`src/rtl/sd_pkg.sv`:
```
// ---------------------------------------------------------------------------
// sd_pkg
// Shared definitions for the SD sector scheduler:
//   - FSM state encoding (IDLE, ISSUE, WAIT_BLK, GAP, FINISH)
//   - block size and sector address width
//   - requester id type and a helper to name the other requester
// ---------------------------------------------------------------------------
package sd_pkg;

  localparam int SD_SEC_W     = 32;
  localparam int SD_BLK_BYTES = 512;

  localparam logic [2:0] ST_IDLE     = 3'd0;
  localparam logic [2:0] ST_ISSUE    = 3'd1;
  localparam logic [2:0] ST_WAIT_BLK = 3'd2;
  localparam logic [2:0] ST_GAP      = 3'd3;
  localparam logic [2:0] ST_FINISH   = 3'd4;

  typedef enum logic {
    REQ_ID0 = 1'b0,
    REQ_ID1 = 1'b1
  } req_id_t;

  function automatic req_id_t other_id(input req_id_t id);
    return (id == REQ_ID0) ? REQ_ID1 : REQ_ID0;
  endfunction

endpackage

```
`src/rtl/sd_rr_arb2.sv`:
```
// ---------------------------------------------------------------------------
// sd_rr_arb2
// Two-way round-robin arbiter. The pointer names the requester that is
// favoured when both request; it moves to the other requester whenever a
// job is released, so the requester served last loses the next tie.
// Ports:
//   clk, srst     clock, synchronous active-high reset (pointer -> 0)
//   req[1:0]      request levels, bit i = requester i
//   release_stb   1-cycle strobe: the job of release_id has finished
//   release_id    owner of the job being released
//   gnt_valid     at least one requester is asking
//   gnt_id        requester that wins this cycle (valid with gnt_valid)
// ---------------------------------------------------------------------------
module sd_rr_arb2
  import sd_pkg::*;
(
  input  logic       clk,
  input  logic       srst,
  input  logic [1:0] req,
  input  logic       release_stb,
  input  req_id_t    release_id,
  output logic       gnt_valid,
  output req_id_t    gnt_id
);

  req_id_t ptr_reg;
  logic    ptr_bit;

  assign ptr_bit = (ptr_reg == REQ_ID1);

  always_ff @(posedge clk) begin
    if (srst) begin
      ptr_reg <= REQ_ID0;
    end else if (release_stb) begin
      ptr_reg <= other_id(release_id);
    end
  end

  always_comb begin
    gnt_valid = |req;
    gnt_id    = ptr_reg;
    // Favoured requester idle: the other one takes the reader.
    if (!req[ptr_bit]) begin
      gnt_id = other_id(ptr_reg);
    end
  end

endmodule

```
`src/rtl/sd_sector_sched.sv`:
```
// ---------------------------------------------------------------------------
// sd_sector_sched
// Shares one single-block SD sector reader between two picture-load
// requesters. A granted job is walked sector by sector: one block read per
// sector, a recovery gap after every block, a per-block timeout and a
// bounded number of retries. Received bytes are packed big-end-first into
// 16-bit words tagged with the owning requester.
// Ports:
//   SD_clk, SD_rst              clock, synchronous active-high reset
//   reqN_i/reqN_sec_i/reqN_len_i job request level, start sector, count
//   gntN_o                      requester N's job owns the reader
//   doneN_o                     1-cycle pulse at the end of N's job
//   rd_start_o / rd_sec_o       block-read command and its sector
//   rd_byte_i/rd_byte_valid_i   byte stream from the reader
//   rd_done_i                   reader finished the block
//   word_o/word_valid_o/word_src_o packed output word, owner tag
//   busy_o                      scheduler not idle
//   err_o                       sticky abort flag (cleared on next grant)
// ---------------------------------------------------------------------------
module sd_sector_sched
  import sd_pkg::*;
#(
  parameter int GAP_CYC     = 16,
  parameter int TIMEOUT_CYC = 200000,
  parameter int MAX_RETRY   = 3,
  parameter int BLK_BYTES   = SD_BLK_BYTES
) (
  input  logic                SD_clk,
  input  logic                SD_rst,
  input  logic                req0_i,
  input  logic [SD_SEC_W-1:0] req0_sec_i,
  input  logic [11:0]         req0_len_i,
  output logic                gnt0_o,
  output logic                done0_o,
  input  logic                req1_i,
  input  logic [SD_SEC_W-1:0] req1_sec_i,
  input  logic [11:0]         req1_len_i,
  output logic                gnt1_o,
  output logic                done1_o,
  output logic                rd_start_o,
  output logic [SD_SEC_W-1:0] rd_sec_o,
  input  logic [7:0]          rd_byte_i,
  input  logic                rd_byte_valid_i,
  input  logic                rd_done_i,
  output logic [15:0]         word_o,
  output logic                word_valid_o,
  output logic                word_src_o,
  output logic                busy_o,
  output logic                err_o
);

  localparam int RETRY_W = (MAX_RETRY < 1) ? 1 : $clog2(MAX_RETRY + 1);
  localparam int GAP_W   = (GAP_CYC < 2) ? 1 : $clog2(GAP_CYC);

  localparam logic [9:0]         BLK_CNT   = 10'(BLK_BYTES);
  localparam logic [17:0]        TMO_LAST  = 18'(TIMEOUT_CYC - 1);
  localparam logic [RETRY_W-1:0] RETRY_MAX = RETRY_W'(MAX_RETRY);
  localparam logic [GAP_W-1:0]   GAP_LAST  = (GAP_CYC < 1) ? '0 : GAP_W'(GAP_CYC - 1);

  // -------------------------------------------------------------------------
  // State
  // -------------------------------------------------------------------------
  logic [2:0]          state_reg;
  req_id_t             owner_reg;
  logic [SD_SEC_W-1:0] cur_sec_reg;
  logic [11:0]         remain_reg;
  logic [9:0]          byte_cnt_reg;
  logic [17:0]         tmo_reg;
  logic [RETRY_W-1:0]  retry_reg;
  logic [GAP_W-1:0]    gap_reg;
  logic [7:0]          pack_hi_reg;
  logic [15:0]         word_reg;
  logic                word_valid_reg;
  req_id_t             word_src_reg;
  logic                err_reg;

  // -------------------------------------------------------------------------
  // Arbitration
  // -------------------------------------------------------------------------
  logic [1:0] req_vec;
  logic       arb_valid;
  req_id_t    arb_id;
  logic       release_stb;

  assign req_vec     = {req1_i, req0_i};
  assign release_stb = (state_reg == ST_FINISH);

  sd_rr_arb2 u_arb (
    .clk         (SD_clk),
    .srst        (SD_rst),
    .req         (req_vec),
    .release_stb (release_stb),
    .release_id  (owner_reg),
    .gnt_valid   (arb_valid),
    .gnt_id      (arb_id)
  );

  logic [SD_SEC_W-1:0] grant_sec;
  logic [11:0]         grant_len;

  assign grant_sec = (arb_id == REQ_ID1) ? req1_sec_i : req0_sec_i;
  assign grant_len = (arb_id == REQ_ID1) ? req1_len_i : req0_len_i;

  // -------------------------------------------------------------------------
  // Block supervision. A byte arriving together with rd_done_i is counted
  // before the length check, hence the check uses byte_cnt_next.
  // -------------------------------------------------------------------------
  logic       in_wait;
  logic       byte_take;
  logic [9:0] byte_cnt_next;
  logic       blk_ok;
  logic       blk_fail;

  assign in_wait       = (state_reg == ST_WAIT_BLK);
  // Bytes past the block size are dropped and not counted.
  assign byte_take     = in_wait && rd_byte_valid_i && (byte_cnt_reg < BLK_CNT);
  assign byte_cnt_next = byte_cnt_reg + {9'd0, byte_take};
  assign blk_ok        = rd_done_i && (byte_cnt_next == BLK_CNT);
  // A completion in the timeout cycle still counts as a completion.
  assign blk_fail      = (rd_done_i && !blk_ok) || (!rd_done_i && (tmo_reg == TMO_LAST));

  // -------------------------------------------------------------------------
  // Main sequencer
  // -------------------------------------------------------------------------
  always_ff @(posedge SD_clk) begin
    if (SD_rst) begin
      state_reg      <= ST_IDLE;
      owner_reg      <= REQ_ID0;
      cur_sec_reg    <= '0;
      remain_reg     <= '0;
      byte_cnt_reg   <= '0;
      tmo_reg        <= '0;
      retry_reg      <= '0;
      gap_reg        <= '0;
      pack_hi_reg    <= '0;
      word_reg       <= '0;
      word_valid_reg <= 1'b0;
      word_src_reg   <= REQ_ID0;
      err_reg        <= 1'b0;
    end else begin
      word_valid_reg <= 1'b0;

      case (state_reg)
        ST_IDLE: begin
          if (arb_valid) begin
            owner_reg   <= arb_id;
            cur_sec_reg <= grant_sec;
            remain_reg  <= grant_len;
            retry_reg   <= '0;
            err_reg     <= 1'b0;
            state_reg   <= (grant_len == 12'd0) ? ST_FINISH : ST_ISSUE;
          end
        end

        ST_ISSUE: begin
          byte_cnt_reg <= '0;
          tmo_reg      <= '0;
          pack_hi_reg  <= '0;
          state_reg    <= ST_WAIT_BLK;
        end

        ST_WAIT_BLK: begin
          tmo_reg <= tmo_reg + 18'd1;

          if (byte_take) begin
            byte_cnt_reg <= byte_cnt_next;
            if (!byte_cnt_reg[0]) begin
              pack_hi_reg <= rd_byte_i;
            end else begin
              word_reg       <= {pack_hi_reg, rd_byte_i};
              word_valid_reg <= 1'b1;
              word_src_reg   <= owner_reg;
            end
          end

          if (blk_ok) begin
            cur_sec_reg <= cur_sec_reg + 1'b1;
            remain_reg  <= remain_reg - 12'd1;
            retry_reg   <= '0;
            gap_reg     <= '0;
            state_reg   <= ST_GAP;
          end else if (blk_fail) begin
            gap_reg <= '0;
            if (retry_reg < RETRY_MAX) begin
              // cur_sec is left alone so the same sector is re-issued.
              retry_reg <= retry_reg + 1'b1;
              state_reg <= ST_GAP;
            end else begin
              err_reg   <= 1'b1;
              state_reg <= ST_FINISH;
            end
          end
        end

        ST_GAP: begin
          if (gap_reg == GAP_LAST) begin
            state_reg <= (remain_reg == 12'd0) ? ST_FINISH : ST_ISSUE;
          end else begin
            gap_reg <= gap_reg + 1'b1;
          end
        end

        ST_FINISH: begin
          state_reg <= ST_IDLE;
        end

        default: begin
          state_reg <= ST_IDLE;
        end
      endcase
    end
  end

  // -------------------------------------------------------------------------
  // Per-requester grant / done decode. Grant is dropped in the FINISH cycle,
  // the same cycle the done pulse is shown.
  // -------------------------------------------------------------------------
  logic       job_active;
  logic       owner_bit;
  logic [1:0] gnt_vec;
  logic [1:0] done_vec;

  assign job_active = (state_reg == ST_ISSUE) || (state_reg == ST_WAIT_BLK) ||
                      (state_reg == ST_GAP);
  assign owner_bit  = (owner_reg == REQ_ID1);

  genvar gi;
  generate
    for (gi = 0; gi < 2; gi++) begin : g_req
      assign gnt_vec[gi]  = job_active && (owner_bit == 1'(gi));
      assign done_vec[gi] = release_stb && (owner_bit == 1'(gi));
    end
  endgenerate

  assign gnt0_o       = gnt_vec[0];
  assign gnt1_o       = gnt_vec[1];
  assign done0_o      = done_vec[0];
  assign done1_o      = done_vec[1];

  assign rd_start_o   = (state_reg == ST_ISSUE);
  assign rd_sec_o     = cur_sec_reg;
  assign word_o       = word_reg;
  assign word_valid_o = word_valid_reg;
  assign word_src_o   = (word_src_reg == REQ_ID1);
  assign busy_o       = (state_reg != ST_IDLE);
  assign err_o        = err_reg;

endmodule

```
`config.mk`:
```
export PLATFORM = sky130hd
export DESIGN_NAME = sd_sector_sched
export DESIGN_NICKNAME = d
export VERILOG_FILES = /design/src/rtl/sd_pkg.sv /design/src/rtl/sd_rr_arb2.sv /design/src/rtl/sd_sector_sched.sv
export SDC_FILE = /design/constraint.sdc
export NUM_CORES = 1
export LEC_CHECK = 0
export CAP_MARGIN = 20
export CORE_ASPECT_RATIO = 1.75
export CORE_UTILIZATION = 50
export DETAILED_ROUTE_END_ITERATION = 8
export PLACE_DENSITY = 0.86
export SYNTH_ARGS = -nofsm -noshare
export SYNTH_HDL_FRONTEND = slang
export SYNTH_SLANG_ARGS = --single-unit
```
`constraint.sdc`:
```
create_clock -name SD_clk -period 4.8 [get_ports SD_clk]
set_clock_uncertainty 0.1 [all_clocks]
set_input_delay 0.72 -clock SD_clk [delete_from_list [all_inputs] [get_ports SD_clk]]
set_output_delay 0.72 -clock SD_clk [all_outputs]
set_load 0.01 [all_outputs]
```
==> impl_metrics.tcl, run 1 <==
set metrics [dict create \
    status "completed" \
    nets 1090 \
    ctsHoldBuffers 0 \
    min-delay-path-class "reg -> reg" \
    synth_nets 967 \
    setup_viol 0 \
    wire_per_inst_um 16.2 \
    htree_num_levels 3 \
    crit_path_end_kind "register" \
    gr-total-overflow 0 \
    cp.required_ps 4970 \
    max-vdd-ir-drop_uv 205 \
    routed_wl_um 18600 \
    largest_reg_flops 32 \
    finalCritPeriodShare_pct 83.8 \
    pwr_density_cell_nw_per_um2 404 \
    synthAdderAreaFrac_pct 1.40 \
    viasPerCell 5.94 \
    hold_viol_final 0 \
    synthArstFlopShare_pct 0 \
    grt_max_degree 58 \
    drtAntennaViolNets 0 \
    r2r_start "state_reg[1]" \
    insertion_delay_ps 360 \
    worstMarginPinSlew_ps 900 \
    ys_seq_area_share_pct 35.2 \
    nFillCells 1073 \
    synth-simple-area-share_pct 33.2 \
    yosysWarnings 0 \
    start_kind "input port" \
    swShare_pct 40.4 \
    hpwl_um 13400 \
    avgSynthCellArea_um2 7.29 \
    netlist_instances 858 \
    start_util_pct 51.6 \
    leakage_nw 2.82 \
    drtPass1Iterations 5 \
    clockBufferDepth 2 \
    die_area_um2 13000 \
    coreArea_um2 12100 \
    drc 0 \
    synthesis.area_um2 6260 \
    path_class "in -> reg" \
    path_max_fanout 25 \
    postCtsSetupBuffers 0 \
    slew_viol_final 0 \
    synth_top_family_by_area "simple AND/OR/NAND/NOR gates" \
    layout_commonest_cell "nand2_1" \
    grt_pass1_vias 6523 \
    antenna_found_initial 0 \
    finalCriticalPeriod_ps 4020 \
    grt_usage_pct 29.4 \
    die_y_um 150 \
    layout-drive-gt1-share_pct 5.48 \
    internal-power_w 0.00197 \
    grt_pass1_wl_um 30500 \
    power.total_w 0.00331 \
    pwr-share-seq_pct 38.2 \
    power_switching_w 0.00133 \
    root_buffer "clkbuf_16" \
    synth_cell_types 70 \
    cts_tree "yes" \
    synth_seq_cells 110 \
    cts_buffers 9 \
    yosys.area.top_type "dfxtp_1" \
    rsz0062_at_grt "no" \
    synth_top_area_share_pct 35.2 \
    finalSetupTns_ps 0 \
    clkPwrFrac_pct 22.4 \
    clock_sinks 110 \
    synthMuxAreaShare_pct 4.06 \
    max_freq_ghz 0.249 \
    diodes 0 \
    max_slew_margin_pct 39.8 \
    synth_edf_count 0 \
    cap_violations 0 \
    syn2layout_area_growth_pct 30.8 \
    fp.dieW_um 86.6 \
    place_congestion 0.909 \
    cts.clk_slew.worst_paths_ps 80 \
    synth_ff_type "dfxtp_1" \
    synth.area.top_cells "dfxtp_1 35%, nand2_1 11%, a21oi_1 7.3%" \
    combPwrFrac_pct 39.5 \
    r2r_slack_ps 840 \
    synth_compound_area_share_pct 21.4 \
    rows 53 \
    hold_path.startpoint "pack_hi_reg[4]" \
    ctsResizeCount 0 \
    drtIter0Drc 420 \
    layout_common_cells "184 x nand2_1, 157 x clkdlybuf4s50_1, 110 x dfxtp_1" \
    num_vias 6833 \
    worstSetupStartpoint "rd_byte_valid_i" \
    port_buffers 158 \
    synth-xor-area-share_pct 0.420 \
    io_pins 159 \
    arrival_ps 4190 \
]
-- worst max-delay path: stages --
cell and delay (ps):
clkdlybuf4s50_1 470, nand3b_1 100, inv_1 100, ha_1 190, ha_1 240, nand3_1 210
nor3_1 320, mux2i_1 430, nand4_2 380, a211o_1 720, o21ai_0 310
-- cells by family (layout without fill, tap and decap cells) --
logic type	after synthesis	after routing
AO/OA/AOI/OAI	217	217
XOR/XNOR	3	3
adder cells (fa/ha/maj)	7	7
buffers and inverters	65	193
flip-flops	110	110
multiplexers	23	23
AND/OR/NAND/NOR	433	433
-- path summary, 6_finish.rpt --
kind	to	depth (start not counted)
min reg2reg	word_o[12]	2
min	word_o[12]	2
max reg2reg	rd_sec_o[7]	11
max	rd_sec_o[7]	11
-- layer usage --
metal / GRT usage (%) / vias to the layer above / wire length (um)
met2: 53.1 / 281 / 9620
met3: 4.63 / 50 / 1100
met1: 33.4 / 3151 / 7310
met4: 13.5 / 0 / 584
met5: 0 / - / 0
li1: - / 3351 / -
-- synth_stat cells, drive strengths merged (2+ instances only) --
cell type and instances:
nor3 41, nor4 15, a211oi 7, buf 22, nand4b 6, or2 7
nor2 64, o21ai 29, and4 2, o31ai 3, nand2b 7, or3 7
or3b 2, clkbuf 33, nand2 184, a21o 2, and2 6, ha 7
a21oi 91, and3 14, o22ai 18, nand3 45, nand4 17, mux2i 14
nor3b 4, o211ai 18, o21a 2, mux2 9, inv 10, and3b 3
xnor2 3, o211a 2, a32o 8, a31oi 21, dfxtp 110, nand3b 4
a311oi 2
-- metrics by stage --
| stage | instance area [um^2] | worst slack [ps] | utilization [%] | hold slack, ps | cells |
|---|---|---|---|---|---|
| floorplan | 6260 | 1220 | - | 332 | 858 |
| global placement | 7890 | 575 | 65.0 | 337 | 1135 |
| detailed placement | 7890 | 448 | 65.0 | 345 | 1135 |
| CTS | 8190 | 803 | 67.5 | 344 | 1151 |
| global route | 8190 | 508 | 67.5 | 374 | 1151 |
| finish | 8190 | 778 | 67.5 | 344 | 1151 |
-- cell type report --
class,instances,area (um^2),share of cell area [%]
multi-input combinational,683,3800,46.5
sequential,110,2200,26.9
inverter,10,37.5,0.459
tap,165,206,2.52
clock inverter,7,66.3,0.810
timing repair buffer,167,1640,20.1
clock buffer,9,225,2.75
-- power groups by stage --
| stage | Combinational [W] | Sequential [W] | Clock (W) |
|---|---|---|---|
| final | 0.00131 | 0.00126 | 0.000740 |
| after global routing | 0.00142 | 0.00129 | 0.000782 |
| after CTS | 0.00129 | 0.00125 | 0.000748 |
| after detailed placement | 0.00129 | 0.00127 | 0 |
| after global placement | 0.00127 | 0.00127 | 0 |
| after floorplan | 0.000764 | 0.00124 | 0 |
No activity file was read; power rests on OpenSTA's default activity.
==> run 2: changes to the inputs <==
Settings changed: CORE_UTILIZATION 50 to 45, PLACE_DENSITY 0.86 to 0.82.
Clock period 4.8 ns to 3.35 ns, I/O delays scaled along.
==> run 2 against run 1 <==
Combinational power grew 53%. Critical path depth grew 2. Global-route usage shrank 2.2 points. Hold slack gained 8.0 ps. Register-to-register slack lost 560 ps. Routed wire length grew 3.0%. Power grew 47%. Core utilization shrank 4.7 points. Die area grew 11%. First-iteration DRC count shrank 15%. Worst setup slack lost 500 ps. Sequential power grew 41%. Largest cell class unchanged. Largest power group unchanged.
==> impl_metrics.tcl, run 2 (same netlist as run 1, synthesis figures left out) <==
set metrics [dict create \
    status "completed" \
    nFillCells 1200 \
    finalCritPeriodShare_pct 91.7 \
    final.setup.worst_slack_ps 277 \
    io_pins 159 \
    max_freq_ghz 0.325 \
    finalSetupTns_ps 0 \
    syn2layout_area_growth_pct 35.0 \
    coreArea_um2 13500 \
    hold_viol_final 0 \
    die_y_um 158 \
    arrival_ps 3280 \
    min-delay-path-class "reg -> reg" \
    fin_area_um2 8440 \
    hpwl_um 14100 \
    path_class "in -> reg" \
    cp.required_ps 3560 \
    layout-drive-gt1-share_pct 7.85 \
    crit_top_cell "buf_4" \
    wire_per_inst_um 16.2 \
    setup_viol 0 \
    gr-total-overflow 0 \
    critPathMaxStageDelay_ps 490 \
    fp.dieW_um 91.1 \
    layout.cells.non_filler 1181 \
    crit_buf_inv 4 \
    cap_violations 0 \
    routed_wl_um 19200 \
    root_buffer "clkbuf_16" \
    cts_tree "yes" \
    drc 0 \
    drtAntennaViolNets 0 \
    drtIter0Drc 355 \
    worstSetupStartpoint "rd_byte_valid_i" \
    layout_common_cells "184 x nand2_1, 157 x clkdlybuf4s50_1, 110 x dfxtp_1" \
    antenna_found_initial 0 \
    place_congestion 0.932 \
    postCtsSetupBuffers 0 \
    finalCriticalPeriod_ps 3070 \
    nets 1111 \
    pwr_density_cell_nw_per_um2 577 \
    slew_viol_final 0 \
    ctsResizeCount 0 \
    start_util_pct 46.5 \
    insertion_delay_ps 360 \
    dp_cells 1165 \
    die_area_um2 14400 \
    cts_buffers 9 \
    grt_pass1_vias 6616 \
    r2r_start "state_reg[0]" \
    grt_pass1_wl_um 31500 \
    clockBufferDepth 2 \
    dpl_cell_area_um2 8140 \
    rows 56 \
    port_buffers 158 \
    grt_usage_pct 27.2 \
    max-vdd-ir-drop_uv 350 \
    leakage_nw 2.96 \
    layout_commonest_cell "nand2_1" \
    start_kind "input port" \
    htree_num_levels 3 \
    drtPass1Iterations 7 \
    final_core_util_pct 62.8 \
    clock_sinks 110 \
    place_ws_ps -72.0 \
    cp_top_family "buffers and inverters" \
    crit_chain "clkdlybuf4s50_1, nand3b_1, inv_1, ha_1, ha_2, nand3_4, nor3_4, mux2i_2, nand4_2, buf_4, a211oi_2, buf_4, a32o_1" \
    max_slew_margin_pct 47.2 \
    ctsHoldBuffers 0 \
    crit_path_end_kind "register" \
    num_vias 6978 \
    viasPerCell 5.91 \
    path_max_fanout 8 \
    rsz0062_at_grt "no" \
    cts.clk_slew.worst_paths_ps 80 \
    hold_path.startpoint "pack_hi_reg[5]" \
    diodes 0 \
    grt_max_degree 56 \
    critical_path.slowest_cell "clkdlybuf4s50_1" \
    largest_reg_flops 32 \
    worstMarginPinSlew_ps 786 \
]
==> run 2: worst paths after layout <==
path	endpoint	slack [ps]	cells after the start
worst max-delay path	rd_sec_o[6]	280	13
worst max register to register	rd_sec_o[6]	280	13
worst min register to register	word_o[13]	350	2
worst min-delay path	word_o[13]	350	2
==> run 2: layout make-up <==
type | count | area, um^2 | share of cell area, %
Multi-Input combinational cell | 683 | 3840 | 45.5
Sequential cell | 110 | 2200 | 26.1
Inverter | 10 | 37.5 | 0.445
Clock buffer | 9 | 225 | 2.67
Clock inverter | 7 | 82.6 | 0.978
Timing Repair Buffer | 188 | 1840 | 21.8
Tap cell | 174 | 218 | 2.58
==> run 2: per-layer routing <==
| layer | part of all wire, % | global-route usage (%) | up-vias | wire, um |
|---|---|---|---|---|
| li1 | - | - | 3402 | - |
| met5 | 0 | 0 | - | 0 |
| met3 | 5.1 | 4.03 | 45 | 985 |
| met1 | 38 | 30.3 | 3261 | 7320 |
| met4 | 3.3 | 13.6 | 0 | 640 |
| met2 | 53 | 50.0 | 270 | 10200 |
==> run 2: through the flow <==
stage               power [W]  hold WS, ps
finish                0.00487          352
detailed placement    0.00377          346
floorplan             0.00288          332
global placement      0.00374          338
global route          0.00515          371
CTS                   0.00486          357
==> run 2: worst register-to-register path, delay by kind of cell, from the launching register on <==
family	cells	cell delay, ps
simple gates	5	950
flops	1	340
mux	1	360
buf+inv	3	500
fa+ha+maj	2	420
compound gates	2	360
==> run 2: where the power goes <==
part / internal, W / switching (W)
Sequential: 0.00152 / 0.000266
Combinational: 0.000870 / 0.00114
Clock: 0.000530 / 0.000553
Total: 0.00292 / 0.00195
==> run 3: changes to the inputs <==
Settings changed: HOLD_SLACK_MARGIN from default to 0.05.
==> results of run 3 <==
The final DEF is identical to that of run 2; final timing and power are the same.
